**config.mk**
```make
export PLATFORM = sky130hd
export DESIGN_NAME = gpu_octant_draw
export DESIGN_NICKNAME = d
export VERILOG_FILES = /design/src/rtl/gpu_pkg.sv /design/src/rtl/gpu_octant_map.sv /design/src/rtl/gpu_octant_draw.sv
export SDC_FILE = /design/constraint.sdc
export NUM_CORES = 1
export LEC_CHECK = 0
export BUFFER_PORTS_ARGS = -buffer_cell sky130_fd_sc_hd__clkbuf_2
export CAP_MARGIN = 20
export CORE_MARGIN = 2
export CORE_UTILIZATION = 36
export DETAILED_ROUTE_END_ITERATION = 10
export GPL_TIMING_DRIVEN = 0
export PLACE_DENSITY_LB_ADDON = 0.3
export SYNTH_ARGS = -nofsm -noshare
export SYNTH_HDL_FRONTEND = slang
export SYNTH_SLANG_ARGS = --single-unit
```
**constraint.sdc**
```tcl
create_clock -name clk -period 13.93 [get_ports clk]
set_input_delay 2.786 -clock clk [delete_from_list [all_inputs] [get_ports clk]]
set_output_delay 2.786 -clock clk [all_outputs]
set_load 0.02 [all_outputs]
```
**src/rtl/gpu_pkg.sv**
```systemverilog
// Shared constants and types for the GPU drawing pipeline.
package gpu_pkg;

  localparam int WIDTH_BITS  = 10;
  localparam int HEIGHT_BITS = 9;

  typedef enum logic [2:0] {
    OCT_0, OCT_1, OCT_2, OCT_3, OCT_4, OCT_5, OCT_6, OCT_7
  } oct_t;

  typedef enum logic [1:0] {
    IDLE,
    DRAW,
    DONE
  } state_t;

endpackage

```
**src/rtl/gpu_octant_map.sv**
```systemverilog
// Maps a first-octant offset (x,y) around a centre onto screen coordinates for one octant.
module gpu_octant_map #(
  parameter int WIDTH_BITS  = gpu_pkg::WIDTH_BITS,
  parameter int HEIGHT_BITS = gpu_pkg::HEIGHT_BITS
) (
  input  logic [WIDTH_BITS-1:0]  xC,
  input  logic [HEIGHT_BITS-1:0] yC,
  input  logic [WIDTH_BITS-1:0]  x,
  input  logic [WIDTH_BITS-1:0]  y,
  input  gpu_pkg::oct_t          oct,
  output logic [WIDTH_BITS-1:0]  X,
  output logic [HEIGHT_BITS-1:0] Y
);
  import gpu_pkg::*;

  logic [HEIGHT_BITS-1:0] xh, yh;

  // Vertical sums wrap modulo 2^HEIGHT_BITS, so only the low offset bits matter.
  assign xh = x[HEIGHT_BITS-1:0];
  assign yh = y[HEIGHT_BITS-1:0];

  always_comb begin
    X = '0;
    Y = '0;
    unique case (oct)
      OCT_0: begin X = xC + x; Y = yC + yh; end
      OCT_1: begin X = xC + y; Y = yC + xh; end
      OCT_2: begin X = xC - y; Y = yC + xh; end
      OCT_3: begin X = xC - x; Y = yC + yh; end
      OCT_4: begin X = xC - x; Y = yC - yh; end
      OCT_5: begin X = xC - y; Y = yC - xh; end
      OCT_6: begin X = xC + y; Y = yC - xh; end
      OCT_7: begin X = xC + x; Y = yC - yh; end
      default: begin X = '0; Y = '0; end
    endcase
  end

endmodule

```
**src/rtl/gpu_octant_draw.sv**
```systemverilog
// Midpoint circle rasteriser for one octant: one registered pixel per clock while busy.
module gpu_octant_draw #(
  parameter int WIDTH_BITS  = gpu_pkg::WIDTH_BITS,
  parameter int HEIGHT_BITS = gpu_pkg::HEIGHT_BITS
) (
  input  logic                   clk,
  input  logic                   n_rst,
  input  logic [WIDTH_BITS-1:0]  xC,
  input  logic [HEIGHT_BITS-1:0] yC,
  input  logic [WIDTH_BITS-1:0]  rad,
  input  logic [2:0]             oct,
  input  logic                   start,
  output logic                   busy_o,
  output logic                   done_o,
  output logic [WIDTH_BITS-1:0]  X,
  output logic [HEIGHT_BITS-1:0] Y
);
  import gpu_pkg::*;

  localparam int DW = WIDTH_BITS + 3;

  state_t state, state_next;

  logic [WIDTH_BITS-1:0]  x_q, y_q, xc_q;
  logic [HEIGHT_BITS-1:0] yc_q;
  oct_t                   oct_q;
  logic signed [DW-1:0]   d_q, d_next, delta, ny_s, nx_s;
  logic signed [WIDTH_BITS:0] nx;
  logic [WIDTH_BITS-1:0]  ny;
  logic                   step_x, last;

  logic [WIDTH_BITS-1:0]  map_xc, map_x, map_y, pix_x;
  logic [HEIGHT_BITS-1:0] map_yc, pix_y;
  oct_t                   map_oct;

  // nx carries a sign bit so that x stepping below zero (rad=0) still ends the run.
  always_comb begin
    step_x = ~d_q[DW-1];
    ny     = y_q + WIDTH_BITS'(1);
    nx     = $signed({1'b0, x_q}) - $signed((WIDTH_BITS+1)'(step_x));
    ny_s   = $signed(DW'(ny));
    nx_s   = DW'(nx);
    delta  = step_x ? (ny_s - nx_s) : ny_s;
    d_next = d_q + delta + delta + DW'(1);
    last   = $signed({1'b0, ny}) > nx;
  end

  // In IDLE the map sees the live request so the first pixel is registered on the start edge.
  always_comb begin
    if (state == IDLE) begin
      map_xc  = xC;
      map_yc  = yC;
      map_x   = rad;
      map_y   = '0;
      map_oct = oct_t'(oct);
    end else begin
      map_xc  = xc_q;
      map_yc  = yc_q;
      map_x   = nx[WIDTH_BITS-1:0];
      map_y   = ny;
      map_oct = oct_q;
    end
  end

  gpu_octant_map #(
    .WIDTH_BITS (WIDTH_BITS),
    .HEIGHT_BITS(HEIGHT_BITS)
  ) u_map (
    .xC (map_xc),
    .yC (map_yc),
    .x  (map_x),
    .y  (map_y),
    .oct(map_oct),
    .X  (pix_x),
    .Y  (pix_y)
  );

  always_ff @(posedge clk or posedge n_rst) begin
    if (n_rst) state <= IDLE;
    else       state <= state_next;
  end

  always_comb begin
    state_next = state;
    busy_o     = 1'b0;
    done_o     = 1'b0;
    unique case (state)
      IDLE: if (start) state_next = DRAW;
      DRAW: begin
        busy_o = 1'b1;
        if (last) state_next = DONE;
      end
      DONE: begin
        done_o = 1'b1;
        if (!start) state_next = IDLE;
      end
      default: state_next = IDLE;
    endcase
  end

  always_ff @(posedge clk or posedge n_rst) begin
    if (n_rst) begin
      x_q   <= '0;
      y_q   <= '0;
      d_q   <= '0;
      xc_q  <= '0;
      yc_q  <= '0;
      oct_q <= OCT_0;
      X     <= '0;
      Y     <= '0;
    end else begin
      unique case (state)
        IDLE: if (start) begin
          xc_q  <= xC;
          yc_q  <= yC;
          oct_q <= oct_t'(oct);
          x_q   <= rad;
          y_q   <= '0;
          d_q   <= DW'(1) - $signed(DW'(rad));
          X     <= pix_x;
          Y     <= pix_y;
        end
        DRAW: if (!last) begin
          x_q <= nx[WIDTH_BITS-1:0];
          y_q <= ny;
          d_q <= d_next;
          X   <= pix_x;
          Y   <= pix_y;
        end
        default: ;
      endcase
    end
  end

endmodule

```
# Word-level counts from Yosys, hierarchy flattened
# Cells that the tools add are included.
# W data, S select, Z words.
[totals]
elab_cells = 82
register_bits = 76
output_inout_bits = 21
[classes]
n_reduce_logical = 14
bitwise = 1
n_eq_ne = 13
order_cmp = 1
muxes = 29
addsub = 15
[ops]
columns = ["op", "count"]
rows = [
  ["$mux W10", 9],
  ["$pmux W10 S2", 3],
  ["$pmux W10 S4", 1],
  ["$mux W13", 3],
  ["$pmux W9 S4", 1],
  ["$mux W9", 3],
  ["$add A13 B13 Y13", 2],
  ["$pmux W13 S2", 1],
  ["$add A10 B10 Y10", 2],
  ["$sub A10 B10 Y10", 2],
  ["$add A9 B9 Y9", 2],
  ["$pmux W9 S2", 1],
  ["$sub A9 B9 Y9", 2],
  ["$reduce_or A2 Y1", 8],
  ["$add A13 B2 Y13 const B", 1],
  ["$eq A3 B3 Y1 const B", 4],
  ["$sub A11 B11 Y12", 1],
  ["$gt A11 B11 Y1", 1],
  ["$sub A1 B10 Y11 const A", 1],
  ["$sub A10 B1 Y11", 1],
  ["$add A10 B1 Y10 const B", 1],
  ["$ne A2 B2 Y1 const B", 4],
  ["$eq A3 B2 Y1 const B", 2],
  ["$mux W2", 3],
  ["12 further kinds", 14],
]

# Logic depth before layout (Yosys ltp)
[logic_depth]
word_depth = 9
mapped_depth = 23

# By module
# A second synthesis with hierarchy kept.
[unflattened]
hier_cells = 953
area_unflattened_um2 = 7028.0
[by_module_without_submodules]
columns = ["module", "cells_per_inst", "area_per_inst_um2", "instances", "seq_area_each_um2"]
rows = [
  ["gpu_octant_draw", 675, 5162.5, 1, 1901.8],
  ["gpu_octant_map", 278, 1865.5, 1, 0.0],
]

# Least setup slack after synthesis
# OpenSTA, ideal clock, no wires.
[synth_timing]
path_kind = "input to register"
startpoint = "in oct[0]"
endpoint = "reg Y[8]"
setup_ns = 0.082
slack_ns = 7.659
path_buffers = 2
path_stages = 18
arrival_time_ns = 6.189
cell_sequence = "or3b_2 and2_1 buf_2 nor2_1 nor2_1 clkbuf_1 o21ai_0 ha_1 inv_1 fa_1 a21o_1 a21oi_1 o21ai_0 a21oi_1 o21ai_0 xor2_1 a211o_1 a31oi_1"
[synth_between]
elab_chain_len = 6
word_cells_on_any_way = 17
classes_between = "7 x eq/ne; 5 x mux; 5 x reduce/logical"
[synth_rtl]
columns = ["element", "line_no", "rtl"]
rows = [
  ["start: declaration", "gpu_octant_draw.sv:11", "input logic [2:0] oct,"],
  ["$mux W3 (*)", "gpu_octant_draw.sv:50", "if (state == IDLE) begin"],
  ["$eq A3 B3 Y1 (tied with other cells)", "gpu_octant_map.sv:25", "unique case (oct)"],
  ["$reduce_or A2 Y1 (no source line)", "-", ""],
  ["$pmux W9 S4 (*)", "gpu_octant_map.sv:25", ""],
  ["$mux W9, on equally long branches", "gpu_octant_draw.sv:123, gpu_octant_draw.sv:113", ""],
  ["$pmux W9 S2 (*)", "gpu_octant_draw.sv:112", "unique case (state)"],
  ["end signal: assignment", "gpu_octant_draw.sv:121", "Y <= pix_y;"],
  ["end signal: assignment", "gpu_octant_draw.sv:128", "Y <= pix_y;"],
  ["end: declaration", "gpu_octant_draw.sv:16", "output logic [HEIGHT_BITS-1:0] Y"],
]
# Mark *: on every way between the ends. The rest lies on a longest branch, timed or not. The select of a mux whose other input is x is not followed.
# A chain may end at the register's enable or synchronous reset.

# Final worst setup path
[layout_timing]
startpoint = "in oct[1]"
endpoint = "reg X[9]"
[layout_between]
elab_chain_len = 6
word_cells_on_any_way = 17
classes_between = "7 x eq/ne; 5 x mux; 5 x reduce/logical"
[layout_rtl]
columns = ["element", "line_no", "rtl"]
rows = [
  ["$mux W3 (*)", "gpu_octant_draw.sv:50", ""],
  ["$eq A3 B3 Y1 (tied with other cells)", "gpu_octant_map.sv:25", ""],
  ["$reduce_or A2 Y1 (no source line)", "-", ""],
  ["$pmux W10 S4 (*)", "gpu_octant_map.sv:25", ""],
  ["$mux W10, on equally long branches", "gpu_octant_draw.sv:123, gpu_octant_draw.sv:113", ""],
  ["$pmux W10 S2 (*)", "gpu_octant_draw.sv:112", ""],
  ["end signal: assignment", "gpu_octant_draw.sv:120", "X <= pix_x;"],
  ["end signal: assignment", "gpu_octant_draw.sv:127", "X <= pix_x;"],
  ["end: declaration", "gpu_octant_draw.sv:15", "output logic [WIDTH_BITS-1:0] X,"],
]
# Marks and branches as above.

==> results.sh <==
export IMPL_critPathKind="primary input to flip-flop"
export IMPL_grt_setup_unrepaired="no"
export IMPL_num_rows=51
export IMPL_worstHoldStart="yc_q[8]"
export IMPL_initial_core_util=0.366
export IMPL_wl_per_cell_um=18.0
export IMPL_status="finished, final reports clean"
export IMPL_final_common_cell="nand2_1"
export IMPL_drtIter0Drc=587
export IMPL_fin_skew_ns=0.0110
export IMPL_grt_antenna_before_repair=0
export IMPL_drcViolationCount=0
export IMPL_pin_count=56
export IMPL_fin_crit_sh=0.502
export IMPL_htree_levels=3
export IMPL_gp_congestion=0.931
export IMPL_hold_buffers=0
export IMPL_r2r_start="state[1]"
export IMPL_maxSlewViolCount=0
export IMPL_ant_nets=0
export IMPL_ys_types=72
export IMPL_hp_class="flip-flop to flip-flop"
export IMPL_setup_viol=0
export IMPL_syn_avg_cell_area_um2=7.43
export IMPL_worstRegToRegCells=21
export IMPL_cts_tree="done"
export IMPL_synth_seq_cells=76
export IMPL_synth_nets=1040
export IMPL_num_vias=7157
export IMPL_r2r_end="X[9]"
export IMPL_viasPerCell=5.54
export IMPL_antennaDiodeCount=0
export IMPL_final_layout_size_suffix_gt1_frac=0.111
export IMPL_endpoint_kind="flip-flop"
export IMPL_synth_edf_count=0
export IMPL_die_width_um=144
export IMPL_cts_root_buffer="clkbuf_16"
export IMPL_critical_path_arrival_ns=7.25
export IMPL_fillers=2086
export IMPL_die_area_um2=20900
export IMPL_grt_max_degree=48
export IMPL_clkTransAtPathRegs_ns=0.06
export IMPL_tightest_slew_ns=0.925
export IMPL_insertion_delay_ns=0.35
export IMPL_overflow=0
export IMPL_coreArea_um2=19400
export IMPL_grt_pass1_vias=6553
export IMPL_netlist_instances=956
export IMPL_cp_max_fo=10
export IMPL_track_usage=0.230
export IMPL_numCtsBuffers=9
export IMPL_fin_tns_setup_ns=0
export IMPL_hold_depth=2
export IMPL_place_port_buffers=55
export IMPL_grt_pass1_wl_mm=36.4
export IMPL_fin_crit_ns=6.99
export IMPL_startpoint_type="primary input"
export IMPL_ys_flop_type="dfrtp_1"
export IMPL_yosysWarnings=0
export IMPL_max_freq_mhz=143
export IMPL_ys_seq_area_frac=0.268
export IMPL_hpwl_mm=17.9
export IMPL_final_nets=1107
export IMPL_cts_sinks=76
export IMPL_slew_limit_headroom=0.377
export IMPL_finalHoldViolCount=0
export IMPL_syn_area_um2=7100
export IMPL_r2r_slack_ns=7.81
export IMPL_final_cell_mix="nand2_1 (204), nor2_1 (88), dfrtp_1 (76)"
export IMPL_dr_pass1_iters=5
export IMPL_routed_wl_mm=23.2
export IMPL_postCtsResizedCells=0
export IMPL_hold_end="yc_q[8]"
export IMPL_async_reset_ff_frac=1.00
export IMPL_crit_required_ns=14.18
export IMPL_chipHeight_um=144
export IMPL_syn_to_final_growth_pct=13.2
export IMPL_cts_setup_buffers=0
export IMPL_cap_violations=0
export IMPL_clockBufferDepth=2
-- cell usage after synthesis, types with 5 or more instances --
library cell / instances / area (µm²)
or3_1: 12 / 75.1
nand2_1: 204 / 766
and2_1: 8 / 50.1
a31oi_1: 8 / 50.1
or2_2: 5 / 31.3
o211ai_1: 8 / 60.1
and3_1: 8 / 50.1
nor3_1: 23 / 115
inv_1: 33 / 124
nor2_1: 88 / 330
dfrtp_1: 76 / 1900
ha_1: 45 / 563
a21oi_1: 70 / 350
nor2b_1: 7 / 43.8
a21o_1: 13 / 97.6
xor2_1: 21 / 184
o21bai_1: 7 / 52.6
clkbuf_1: 32 / 120
nand3_1: 17 / 85.1
mux2_2: 9 / 101
o21a_1: 5 / 37.5
mux2i_1: 8 / 80.1
a221oi_1: 7 / 61.3
o22ai_1: 5 / 31.3
o31ai_1: 17 / 128
xnor2_1: 42 / 368
nor3b_1: 5 / 37.5
buf_2: 14 / 70.1
o21ai_0: 71 / 355
-- through the flow --
stage	worst slack, ns	util	cells	hold slack [ns]	instance area, µm²
finish	6.94	0.415	1293	0.472	8050
floorplan	7.66	-	956	0.439	7100
CTS	6.97	0.415	1293	0.477	8050
detailed placement	6.62	0.399	1277	0.462	7740
global placement	6.63	0.398	1276	0.458	7710
global route	6.66	0.415	1293	0.500	8050
-- state kept, by name, summed over array words and instances (netlist names) --
name	flops
d_q	13
X	10
x_q	10
xc_q	10
y_q	10
Y	9
yc_q	9
oct_q	3
state	2
-- worst max-delay path: stages --
cell and delay [ns]:
clkbuf_2 0.08, or3b_2 0.48, and2_1 0.16, buf_2 0.18, nand2_1 0.16, nand2_1 0.32
a2111oi_0 0.49, a21oi_1 0.13, a311oi_1 0.42, ha_1 0.24, nand2_1 0.06, o21ai_0 0.22
nor4_1 0.10, o41ai_1 0.84, xor2_1 0.27, nor3_1 0.07, o31ai_1 0.22
-- kinds of logic (layout without fill, tap and decap cells) --
group,Yosys count,after routing,share of synthesized area
AND/OR/NAND/NOR,405,405,0.256
AO/OA/AOI/OAI,257,257,0.228
buffers and inverters,88,160,0.0516
flip-flops,76,76,0.268
XOR/XNOR,63,63,0.0777
adder cells (fa/ha/maj),49,49,0.0905
multiplexers,18,18,0.0287
-- area by class of cell --
class,instances,area [µm²],share of cell area
buffer,53,235,0.0292
inverter,35,134,0.0166
multi-input combinational,792,4840,0.601
clock inverter,5,61.3,0.00762
clock buffer,11,243,0.0302
tap,265,332,0.0412
timing repair buffer,56,303,0.0376
sequential,76,1900,0.236
-- how the worst max path moves through the flow --
stage	startpoint	end	slack [ns]
floorplan	oct[0]	Y[8]	7.66
global placement	oct[1]	X[9]	6.63
detailed placement	oct[1]	X[9]	6.62
CTS	oct[1]	X[9]	6.97
global route	oct[1]	X[9]	6.66
finish	oct[1]	X[9]	6.94
-- metal layers --
layer	wire length [µm]	vias up	GRT usage
met2	10500	226	0.364
met4	718	0	0.0889
met1	10600	3393	0.315
met5	0	-	0
li1	-	3500	-
met3	1370	38	0.0377
Power is not shown: default switching activity piles up to over one toggle a cycle in this logic, so the estimate is an artifact.
